[config.mk]
export PLATFORM = sky130hd
export DESIGN_NAME = cpack_compress_ctrl
export DESIGN_NICKNAME = d
export VERILOG_FILES = /design/src/rtl/cpack_pkg.sv /design/src/rtl/cpack_dict_match.sv /design/src/rtl/cpack_compress_ctrl.sv
export SDC_FILE = /design/constraint.sdc
export NUM_CORES = 2
export LEC_CHECK = 0
export CELL_PAD_IN_SITES_DETAIL_PLACEMENT = 0
export CELL_PAD_IN_SITES_GLOBAL_PLACEMENT = 1
export CORE_MARGIN = 1
export CORE_UTILIZATION = 37
export CTS_CLUSTER_SIZE = 14
export DETAILED_ROUTE_END_ITERATION = 7
export PLACE_DENSITY = 0.82
export SLEW_MARGIN = 15
export SYNTH_ARGS = -nofsm -noshare
export SYNTH_HDL_FRONTEND = slang
export SYNTH_SLANG_ARGS = --single-unit
[constraint.sdc]
create_clock -name i_clk -period 19.95 [get_ports i_clk]
set_clock_uncertainty 0.1 [all_clocks]
set_input_delay 3.99 -clock i_clk [delete_from_list [all_inputs] [get_ports i_clk]]
set_output_delay 3.99 -clock i_clk [all_outputs]
set_load 0.02 [all_outputs]
[src/rtl/cpack_pkg.sv]
// Shared types and constants for the Stage-3 compression controller:
// code encodings, code lengths, dictionary index width and FSM states.
package cpack_pkg;

    localparam int DICT_IDX_W = 4;
    localparam int CODE_LEN_W = 6;

    localparam logic [CODE_LEN_W-1:0] LEN_ZZZZ = 6'd2;
    localparam logic [CODE_LEN_W-1:0] LEN_MMMM = 6'd6;
    localparam logic [CODE_LEN_W-1:0] LEN_ZZZX = 6'd12;
    localparam logic [CODE_LEN_W-1:0] LEN_MMMX = 6'd16;
    localparam logic [CODE_LEN_W-1:0] LEN_MMXX = 6'd24;
    localparam logic [CODE_LEN_W-1:0] LEN_XXXX = 6'd34;

    typedef enum logic [2:0] {
        CODE_ZZZZ = 3'b000,
        CODE_MMMM = 3'b001,
        CODE_ZZZX = 3'b010,
        CODE_MMMX = 3'b011,
        CODE_MMXX = 3'b100,
        CODE_XXXX = 3'b101
    } code_e;

    typedef enum logic [1:0] {
        ST_IDLE  = 2'd0,
        ST_MATCH = 2'd1,
        ST_EMIT  = 2'd2
    } state_e;

    function automatic logic [CODE_LEN_W-1:0] code_len(input code_e code);
        case (code)
            CODE_ZZZZ: code_len = LEN_ZZZZ;
            CODE_MMMM: code_len = LEN_MMMM;
            CODE_ZZZX: code_len = LEN_ZZZX;
            CODE_MMMX: code_len = LEN_MMMX;
            CODE_MMXX: code_len = LEN_MMXX;
            default:   code_len = LEN_XXXX;
        endcase
    endfunction

    // Exact and all-zero words are fully described by their code, so they are not learned.
    function automatic logic code_pushes(input code_e code);
        code_pushes = !((code == CODE_ZZZZ) || (code == CODE_MMMM));
    endfunction

endpackage

[src/rtl/cpack_dict_match.sv]
// Parallel dictionary comparator: full / upper-24 / upper-16 hit flags,
// each with the lowest matching index.
module cpack_dict_match
    import cpack_pkg::*;
#(
    parameter int DICT_DEPTH = 16
) (
    input  logic [31:0]               i_word,
    input  logic [32*DICT_DEPTH-1:0]  i_dict,
    input  logic [DICT_DEPTH-1:0]     i_valid,
    output logic                      o_full_hit,
    output logic                      o_hi24_hit,
    output logic                      o_hi16_hit,
    output logic [DICT_IDX_W-1:0]     o_full_idx,
    output logic [DICT_IDX_W-1:0]     o_hi24_idx,
    output logic [DICT_IDX_W-1:0]     o_hi16_idx
);

    logic [DICT_DEPTH-1:0] full_vec;
    logic [DICT_DEPTH-1:0] hi24_vec;
    logic [DICT_DEPTH-1:0] hi16_vec;

    genvar gi;
    generate
        for (gi = 0; gi < DICT_DEPTH; gi++) begin : g_cmp
            assign full_vec[gi] = i_valid[gi] && (i_dict[gi*32 +: 32] == i_word);
            assign hi24_vec[gi] = i_valid[gi] && (i_dict[gi*32+8 +: 24] == i_word[31:8]);
            assign hi16_vec[gi] = i_valid[gi] && (i_dict[gi*32+16 +: 16] == i_word[31:16]);
        end
    endgenerate

    // Scanning downward leaves the lowest set index as the final result.
    function automatic logic [DICT_IDX_W-1:0] lowest_idx(input logic [DICT_DEPTH-1:0] vec);
        lowest_idx = '0;
        for (int i = DICT_DEPTH - 1; i >= 0; i--) begin
            if (vec[i]) begin
                lowest_idx = DICT_IDX_W'(i);
            end
        end
    endfunction

    assign o_full_hit = |full_vec;
    assign o_hi24_hit = |hi24_vec;
    assign o_hi16_hit = |hi16_vec;
    assign o_full_idx = lowest_idx(full_vec);
    assign o_hi24_idx = lowest_idx(hi24_vec);
    assign o_hi16_idx = lowest_idx(hi16_vec);

endmodule

[src/rtl/cpack_compress_ctrl.sv]
// Stage-3 compression sequencer: accepts a word, classifies it against a
// 16-entry FIFO-replacement dictionary and holds the result until the packer takes it.
module cpack_compress_ctrl
    import cpack_pkg::*;
#(
    parameter int DATA_WIDTH = 32,
    parameter int DICT_DEPTH = 16,
    parameter int TOTAL_BITS = 34,
    localparam int LEN_W     = $clog2(TOTAL_BITS + 1)
) (
    input  logic                             i_clk,
    input  logic                             i_rst,
    input  logic                             i_clear,
    input  logic                             i_valid,
    output logic                             o_ready,
    input  logic [DATA_WIDTH-1:0]            i_word,
    output logic                             o_valid,
    input  logic                             i_ready,
    output logic [2:0]                       o_code,
    output logic [DICT_IDX_W-1:0]            o_dict_idx,
    output logic [DATA_WIDTH-1:0]            o_word,
    output logic [LEN_W-1:0]                 o_code_len,
    output logic [DATA_WIDTH*DICT_DEPTH-1:0] o_dict
);

    state_e                  state_q, state_d;
    logic                    ready_q, ready_d;
    logic                    valid_q, valid_d;
    logic [DATA_WIDTH-1:0]   word_q, word_d;
    code_e                   code_q, code_d;
    logic [DICT_IDX_W-1:0]   idx_q, idx_d;
    logic [LEN_W-1:0]        len_q, len_d;
    logic [DATA_WIDTH-1:0]   dict_q [DICT_DEPTH];
    logic [DATA_WIDTH-1:0]   dict_d [DICT_DEPTH];
    logic [DICT_DEPTH-1:0]   vld_q, vld_d;
    logic [DICT_IDX_W-1:0]   wr_ptr_q, wr_ptr_d;

    logic [DATA_WIDTH*DICT_DEPTH-1:0] dict_flat;
    logic                    full_hit, hi24_hit, hi16_hit;
    logic [DICT_IDX_W-1:0]   full_idx, hi24_idx, hi16_idx;
    code_e                   class_code;
    logic [DICT_IDX_W-1:0]   class_idx;

    genvar gi;
    generate
        for (gi = 0; gi < DICT_DEPTH; gi++) begin : g_flat
            assign dict_flat[gi*DATA_WIDTH +: DATA_WIDTH] = dict_q[gi];
        end
    endgenerate

    cpack_dict_match #(
        .DICT_DEPTH (DICT_DEPTH)
    ) u_match (
        .i_word     (word_q[31:0]),
        .i_dict     (dict_flat),
        .i_valid    (vld_q),
        .o_full_hit (full_hit),
        .o_hi24_hit (hi24_hit),
        .o_hi16_hit (hi16_hit),
        .o_full_idx (full_idx),
        .o_hi24_idx (hi24_idx),
        .o_hi16_idx (hi16_idx)
    );

    // Classification priority: first matching rule wins.
    always_comb begin
        class_code = CODE_XXXX;
        class_idx  = '0;
        if (word_q == '0) begin
            class_code = CODE_ZZZZ;
        end else if (full_hit) begin
            class_code = CODE_MMMM;
            class_idx  = full_idx;
        end else if (word_q[31:8] == 24'd0) begin
            class_code = CODE_ZZZX;
        end else if (hi24_hit) begin
            class_code = CODE_MMMX;
            class_idx  = hi24_idx;
        end else if (hi16_hit) begin
            class_code = CODE_MMXX;
            class_idx  = hi16_idx;
        end
    end

    always_ff @(posedge i_clk or posedge i_rst) begin
        if (i_rst) begin
            state_q  <= ST_IDLE;
            ready_q  <= 1'b1;
            valid_q  <= 1'b0;
            word_q   <= '0;
            code_q   <= CODE_ZZZZ;
            idx_q    <= '0;
            len_q    <= '0;
            vld_q    <= '0;
            wr_ptr_q <= '0;
            for (int i = 0; i < DICT_DEPTH; i++) begin
                dict_q[i] <= '0;
            end
        end else begin
            state_q  <= state_d;
            ready_q  <= ready_d;
            valid_q  <= valid_d;
            word_q   <= word_d;
            code_q   <= code_d;
            idx_q    <= idx_d;
            len_q    <= len_d;
            vld_q    <= vld_d;
            wr_ptr_q <= wr_ptr_d;
            for (int i = 0; i < DICT_DEPTH; i++) begin
                dict_q[i] <= dict_d[i];
            end
        end
    end

    always_comb begin
        state_d = state_q;
        if (i_clear) begin
            state_d = ST_IDLE;
        end else begin
            case (state_q)
                ST_IDLE:  if (i_valid) state_d = ST_MATCH;
                ST_MATCH: state_d = ST_EMIT;
                ST_EMIT:  if (i_ready) state_d = ST_IDLE;
                default:  state_d = ST_IDLE;
            endcase
        end
    end

    // Handshake flags are registered from the next state so no input reaches them combinationally.
    always_comb begin
        ready_d  = (state_d == ST_IDLE);
        valid_d  = (state_d == ST_EMIT);
        word_d   = word_q;
        code_d   = code_q;
        idx_d    = idx_q;
        len_d    = len_q;
        vld_d    = vld_q;
        wr_ptr_d = wr_ptr_q;
        for (int i = 0; i < DICT_DEPTH; i++) begin
            dict_d[i] = dict_q[i];
        end

        if (i_clear) begin
            vld_d    = '0;
            wr_ptr_d = '0;
        end else begin
            case (state_q)
                ST_IDLE: begin
                    if (i_valid) word_d = i_word;
                end
                ST_MATCH: begin
                    code_d = class_code;
                    idx_d  = class_idx;
                    len_d  = LEN_W'(code_len(class_code));
                end
                ST_EMIT: begin
                    if (i_ready && code_pushes(code_q)) begin
                        dict_d[wr_ptr_q] = word_q;
                        vld_d[wr_ptr_q]  = 1'b1;
                        wr_ptr_d = (wr_ptr_q == DICT_IDX_W'(DICT_DEPTH - 1)) ? '0 : wr_ptr_q + 1'b1;
                    end
                end
                default: ;
            endcase
        end
    end

    assign o_ready    = ready_q;
    assign o_valid    = valid_q;
    assign o_word     = word_q;
    assign o_code     = code_q;
    assign o_dict_idx = idx_q;
    assign o_code_len = len_q;
    assign o_dict     = dict_flat;

endmodule
### Yosys cells after proc, flatten, opt, wreduce, memory -nomap -nowiden

Cells that the tools add are included.

* logic and storage cells: 233
* register bits: 581

* magnitude comparators: 4
* reduce and logical (&&, ||, !) cells: 68
* multiplexer cells: 75
* bitwise logic cells: 3
* eq/ne operators: 57
* add/subtract/negate cells: 1

Operator list (number)
* bitwise mux 512 bit: 1
* equality test 32 bit: 16
* equality test 24 bit: 16
* equality test 16 bit: 16
* 2-to-1 mux 4 bit: 57
* demux 32 bit (select 4 bit): 1
* logical AND 1 bit: 51
* 2-to-1 mux 16 bit: 3
* OR reduction 16 bit: 3
* zero test 32 bit: 1
* 2-to-1 mux 32 bit: 1
* one-hot mux 6 bit (5 select lines): 1
* zero test 24 bit: 1
* OR 16 bit: 1
* 2-to-1 mux 3 bit: 4
* equality test 3 x 1 -> 1 bit (second input constant): 2
* equality test 3 x 2 -> 1 bit (second input constant): 2
* zero test 3 bit: 2
* 2-to-1 mux 2 bit: 3
* one-hot mux 2 bit (3 select lines): 1
* AND reduction 3 bit: 2
* greater-or-equal comparator 5 bit (second input constant): 1
* less-than comparator 4 x 5 -> 1 bit (second input constant): 1
* less-than comparator 5 x 1 -> 1 bit (second input constant): 1
* 15 further kinds: 20

### Logic depth before layout (Yosys ltp)

* depth after elaboration: 23
* gate-level depth with buffers: 13

### By module

A second synthesis with hierarchy kept.

* cell total of the unflattened synthesis: 2256
* area total of the unflattened synthesis: 28951.5 um^2

By module, submodules not included
* cpack_compress_ctrl: seq. area each 14515.2 um^2, cells each 1364, times used 1, area an instance 22270.1 um^2
* cpack_dict_match: seq. area each 0.0 um^2, cells each 892, times used 1, area an instance 6681.4 um^2

### Least setup slack after synthesis

Ideal clock, no wire load.

* kind: input-to-reg
* from: input i_clear
* to: register dict_q (netlist bit o_dict[387])
* arrival: 5.514 ns
* stages on the path: 7
* setup slack: 14.211 ns
* buffers on the path: 3
* setup time: 0.125 ns
* cells stage by stage: clkbuf_1 > nor3_1 > and2_1 > clkbuf_1 > nand3_1 > clkbuf_1 > mux2_2

* word-level cells in the longest chain between the ends: 2

RTL lines
* start, declared: line cpack_compress_ctrl.sv:13 `input logic i_clear,`
* inverter 1 bit (no line)
* AND reduction 3 bit (no line)
* end signal, assigned by index: line cpack_compress_ctrl.sv:110 `dict_q[i] <= dict_d[i];`
* end, declared: line cpack_compress_ctrl.sv:33 `logic [DATA_WIDTH-1:0] dict_q [DICT_DEPTH];`

No other way between the ends.
A chain may end at the register's enable or synchronous reset.

==> results.md <==
Place:
- The total half-perimeter wirelength after legalization and detailed placement is roughly 70000 um.
- The worst setup timing slack at the placement stage is between 10 and 15 ns.
- The placer's final routability congestion estimate is ~0.87.
- In this run the tool buffered the top-level ports with ~590 buffer cells.

Global route:
- The total track usage is roughly a quarter.
- The first global-routing pass estimated 147700 um of wire.
- The pin count of the biggest net entering global routing is ~160.
- The initial antenna violation count is 1.
- The total congestion overflow is 0.
- The number of global-route vias before repair is roughly 21000.

STA:
- Measured against its own limit, the worst slew margin works out to 19.65%.
- The final number of hold-violating endpoints was 0.
- The worst setup margin is 12.81 ns.
- Based on the critical path, the design can be clocked at up to ~0.14 GHz.
- Setup repair after global routing left no endpoint under its margin.
- Setup violations remaining at the end of the flow were counted as 0.
- For the pin with the worst max-slew slack, the measured transition is roughly 1.2 ns.
- The number of slew-limit violations in the final report is 0.
- The final critical path takes up a little over a third of the cycle.
- In the final timing run, aggregate negative setup slack is 0 ns.
- For the finished layout, the period the worst path requires is 7.137 ns.

Power:
- IR analysis of the VDD net gives a maximum drop of 85.04 uV.
- The analysis attributes to cell leakage a power of 16.47 nW.
- For this design the ratio of total power to cell area is about 84 mW/mm2.

Yosys:
- The average cell area after synthesis is around 12 um2.
- The number of nets handed over by synthesis was 2411.
- After synthesis, the largest area contributor takes up 50.22% of total cell area.
- The synthesized design contains 580 register bits.
- The post-synth design cell area is 0.02885 mm2.
- The distinct cell type count of the synthesized netlist is 64.
- Counting flops with an async set or reset pin after synthesis yields a share of 100.0%.
- Sorting the synthesized cells by area gives the leading types as dfrtp_1 50%, mux2_2 19%, xnor2_1 10%.
- The library cell occupying the most area in the post-synthesis netlist is dfrtp_1.
- The share of the Yosys chip area taken by registers is between 50% and 60%.
- The count of yosys warnings during synthesis is 0.
- The flip-flop cell with the highest count after synthesis is dfrtp_1.
- Counting every instance in the synthesized netlist gives about 2400.
- The number of synthesized flops with an enable pin is 0.

Clock network:
- The count of instances resized after the clock tree is built is 0.
- CTS placed an instance of clkbuf_16 at the clock tree root.
- The maximum clock path buffer count is 3.
- The number of H-tree branching levels is 3.
- The clock net in this run drives a total of 580 sinks.
- The register clock-pin slew on the reported worst setup and hold paths is around 0.060 ns.
- After clock tree synthesis, the flow added hold-fix buffers numbering 0.
- The clock latency at the later pin of the worst-skew pair is about 0.60 ns.
- Buffers inserted during clock tree synthesis total 67.
- The number of setup buffers added after CTS is 0.
- The CTS tree is yes.

Floorplan:
- The chip width is between 200 and 300 um.
- Measured along the y axis, the die boundary spans between 200 and 300 um.
- The floorplan step defined a die boundary enclosing 0.07910 mm2.
- Row generation in the floorplan step produced slightly above 100 rows.
- Once the floorplan was initialized, standard cells occupied 37.31% of the core.
- The top-level I/O count is between 500 and 600.
- The area inside the core boundary is 0.07734 mm2.

Layout:
- The count of nets after finishing is 2925.
- The antenna cell count is 0.
- The fraction of final layout cells with drive strength greater than 1 is a little under a quarter.
- The number of fill cells in the layout is about 6900.
- From synthesis to final layout, the design area changed by 30.13%.

Setup path:
- The startpoint of the most critical register-to-register path is o_word[22]$_DFFE_PP0P_.
- STA puts the critical path data arrival time at 7.59 ns.
- The cell depth of the worst flop-to-flop path is 11.
- The register-to-register setup slack is 15.95 ns.
- The critical path launch point type is an input port.
- The peak per-stage delay on the critical path is approximately 0.86 ns.
- The worst setup path is captured at an async pin.
- The critical path goes through clkdlybuf4s50_1, clkinvlp_4, buf_12, buf_4, buf_12, buf_4.
- The critical path required time is 20.41 ns.
- The worst register-to-register path ends at o_code_len[1]$_DFFE_PP0P_.
- The standard cell with the maximum stage delay on the critical path is buf_4.
- The classification of the worst setup path is input port to async pin.
- The largest fanout on the critical path is between 150 and 200.
- On the critical path the largest part of the delay comes from buffers and inverters.
- The critical path buffer and inverter count is 6.

Hold path:
- The worst hold path was traced through 2 stages.
- The min-delay analysis places its worst path in the category flip-flop to flip-flop.
- The endpoint of the worst hold-timing path is o_code_len[1]$_DFFE_PP0P_.
- The startpoint identified for the worst hold timing path is o_code_len[1]$_DFFE_PP0P_.

Route:
- The number of DRC markers in iteration 0 is 1311.
- The first detailed-routing pass took 5 iterations.
- Wires add up to just over 100000 um.
- The average wire length per cell after detail routing is approximately 26 um.
- Detailed routing inserted a total of 20910 vias.
- The residual antenna-violating net count after detailed routing is 0.
- The final routed DRC violation total is 0.
- The per-cell via count in the routed design is 5.264.

Flow run:
- Across the run, the number of max-cap violations was 0.

Outcome:
- The flow ran to the end, and the final reports show no timing, DRC or antenna violations.
## cell usage in the layout (no fill, tap or decap), types with 5 or more instances in the layout
cell	count
mux2_2	494
nand2_2	12
and2_1	6
o31ai_1	6
clkdlybuf4s50_1	594
nor2_1	40
and4_1	5
nand3_1	44
nand2b_1	5
buf_4	40
nor2b_1	6
nor4_1	42
clkbuf_1	25
inv_1	26
nand4_1	88
dfrtp_2	21
clkbuf_16	69
xor2_1	163
a21oi_1	35
nor3_1	34
xnor2_1	344
and3_1	5
o21ai_0	59
nand2_1	101
clkbuf_8	11
dfrtp_1	558
o21ai_1	7
## Yosys cell counts (all sizes together) (5+ instances only)
library cell / number
and2: 7
xor2: 163
nor4: 47
and4: 5
and3: 5
o21ai: 66
nand2: 113
clkbuf: 104
dfrtp: 579
o31ai: 6
nor2b: 6
inv: 30
nor3: 35
nor2: 40
xnor2: 344
buf: 87
nand3: 48
a21oi: 35
mux2: 494
nand4: 88
nand2b: 5
## metal layers
metal / GRT usage (%) / up-vias / routed length, um
met3: 6.085 / 202 / 6711
li1: - / 9195 / -
met5: 0 / - / 0
met4: 11.61 / 0 / 4752
met1: 31.47 / 10820 / 41880
met2: 42.03 / 691 / 48850
## cell type report
class	count	area, um2	share of cell area (%)
Sequential cell	580	14540	38.73
Multi-Input combinational cell	1569	13200	35.17
Timing Repair Buffer	636	6286	16.74
Clock buffer	105	1972	5.252
Tap cell	1040	1301	3.466
Clock inverter	12	123.9	0.3299
Inverter	30	116.4	0.3099
## registers in the layout (all words and copies together), names as in the netlist, 2 cells and up
signal and flops:
o_code_len 5, o_dict 512, state_q 2, o_dict_idx 4, wr_ptr_q 4, vld_q 16, o_word 32, o_code 3
## how the worst max path moves through the flow
stage | slack [ns] | endpoint | startpoint | cells after the start
4_1_cts | 12.62 | o_word[26]$_DFFE_PP0P_ | i_rst | 6
6_report | 12.81 | o_word[26]$_DFFE_PP0P_ | i_rst | 6
3_5_place_dp | 12.00 | o_word[26]$_DFFE_PP0P_ | i_rst | 6
5_1_grt | 12.21 | o_word[26]$_DFFE_PP0P_ | i_rst | 6
2_1_floorplan | 7.96 | o_code[0]$_DFFE_PP0P_ | i_rst | 1
3_3_place_gp | 12.06 | o_word[26]$_DFFE_PP0P_ | i_rst | 6
## cells by family after synthesis
family,after synthesis,synth area share (%)
DFF,580,50.31
adders and majority gates,4,0.1735
xor gates and xnor gates,507,15.39
muxes,497,19.39
buffers and inverters,221,4.120
other,1,0.01300
and+or+nand+nor,414,7.598
AOI/OAI and AO/OA,146,3.010
## worst reg2reg max path, cell delays in order (launching register included)
cell	delay, ns
dfrtp_1	0.40
buf_4	0.30
inv_2	0.54
o22ai_1	0.15
nor4_1	0.76
nand4_1	0.48
o22a_1	0.36
or3b_1	0.25
nor4_4	0.08
and2b_1	0.24
a21oi_1	0.15
o21ai_1	0.07
## per-stage QoR
stage	hold slack (ns)	total power, mW	utilization [%]	instance area [um2]	cells
floorplan	0.3806	1.756	-	28860	2370
global placement	0.3778	1.966	45.84	35450	3855
detailed placement	0.3812	1.981	45.84	35450	3855
CTS	0.3968	3.185	48.55	37540	3972
global route	0.4262	3.281	48.55	37540	3972
finish	0.3936	3.148	48.55	37540	3972
## where the power goes
group	internal [mW]	switching, mW
Combinational	0.265	0.428
Clock	0.693	0.496
Sequential	1.22	0.0478
Total	2.18	0.971
(Power assumes the default switching activity.)
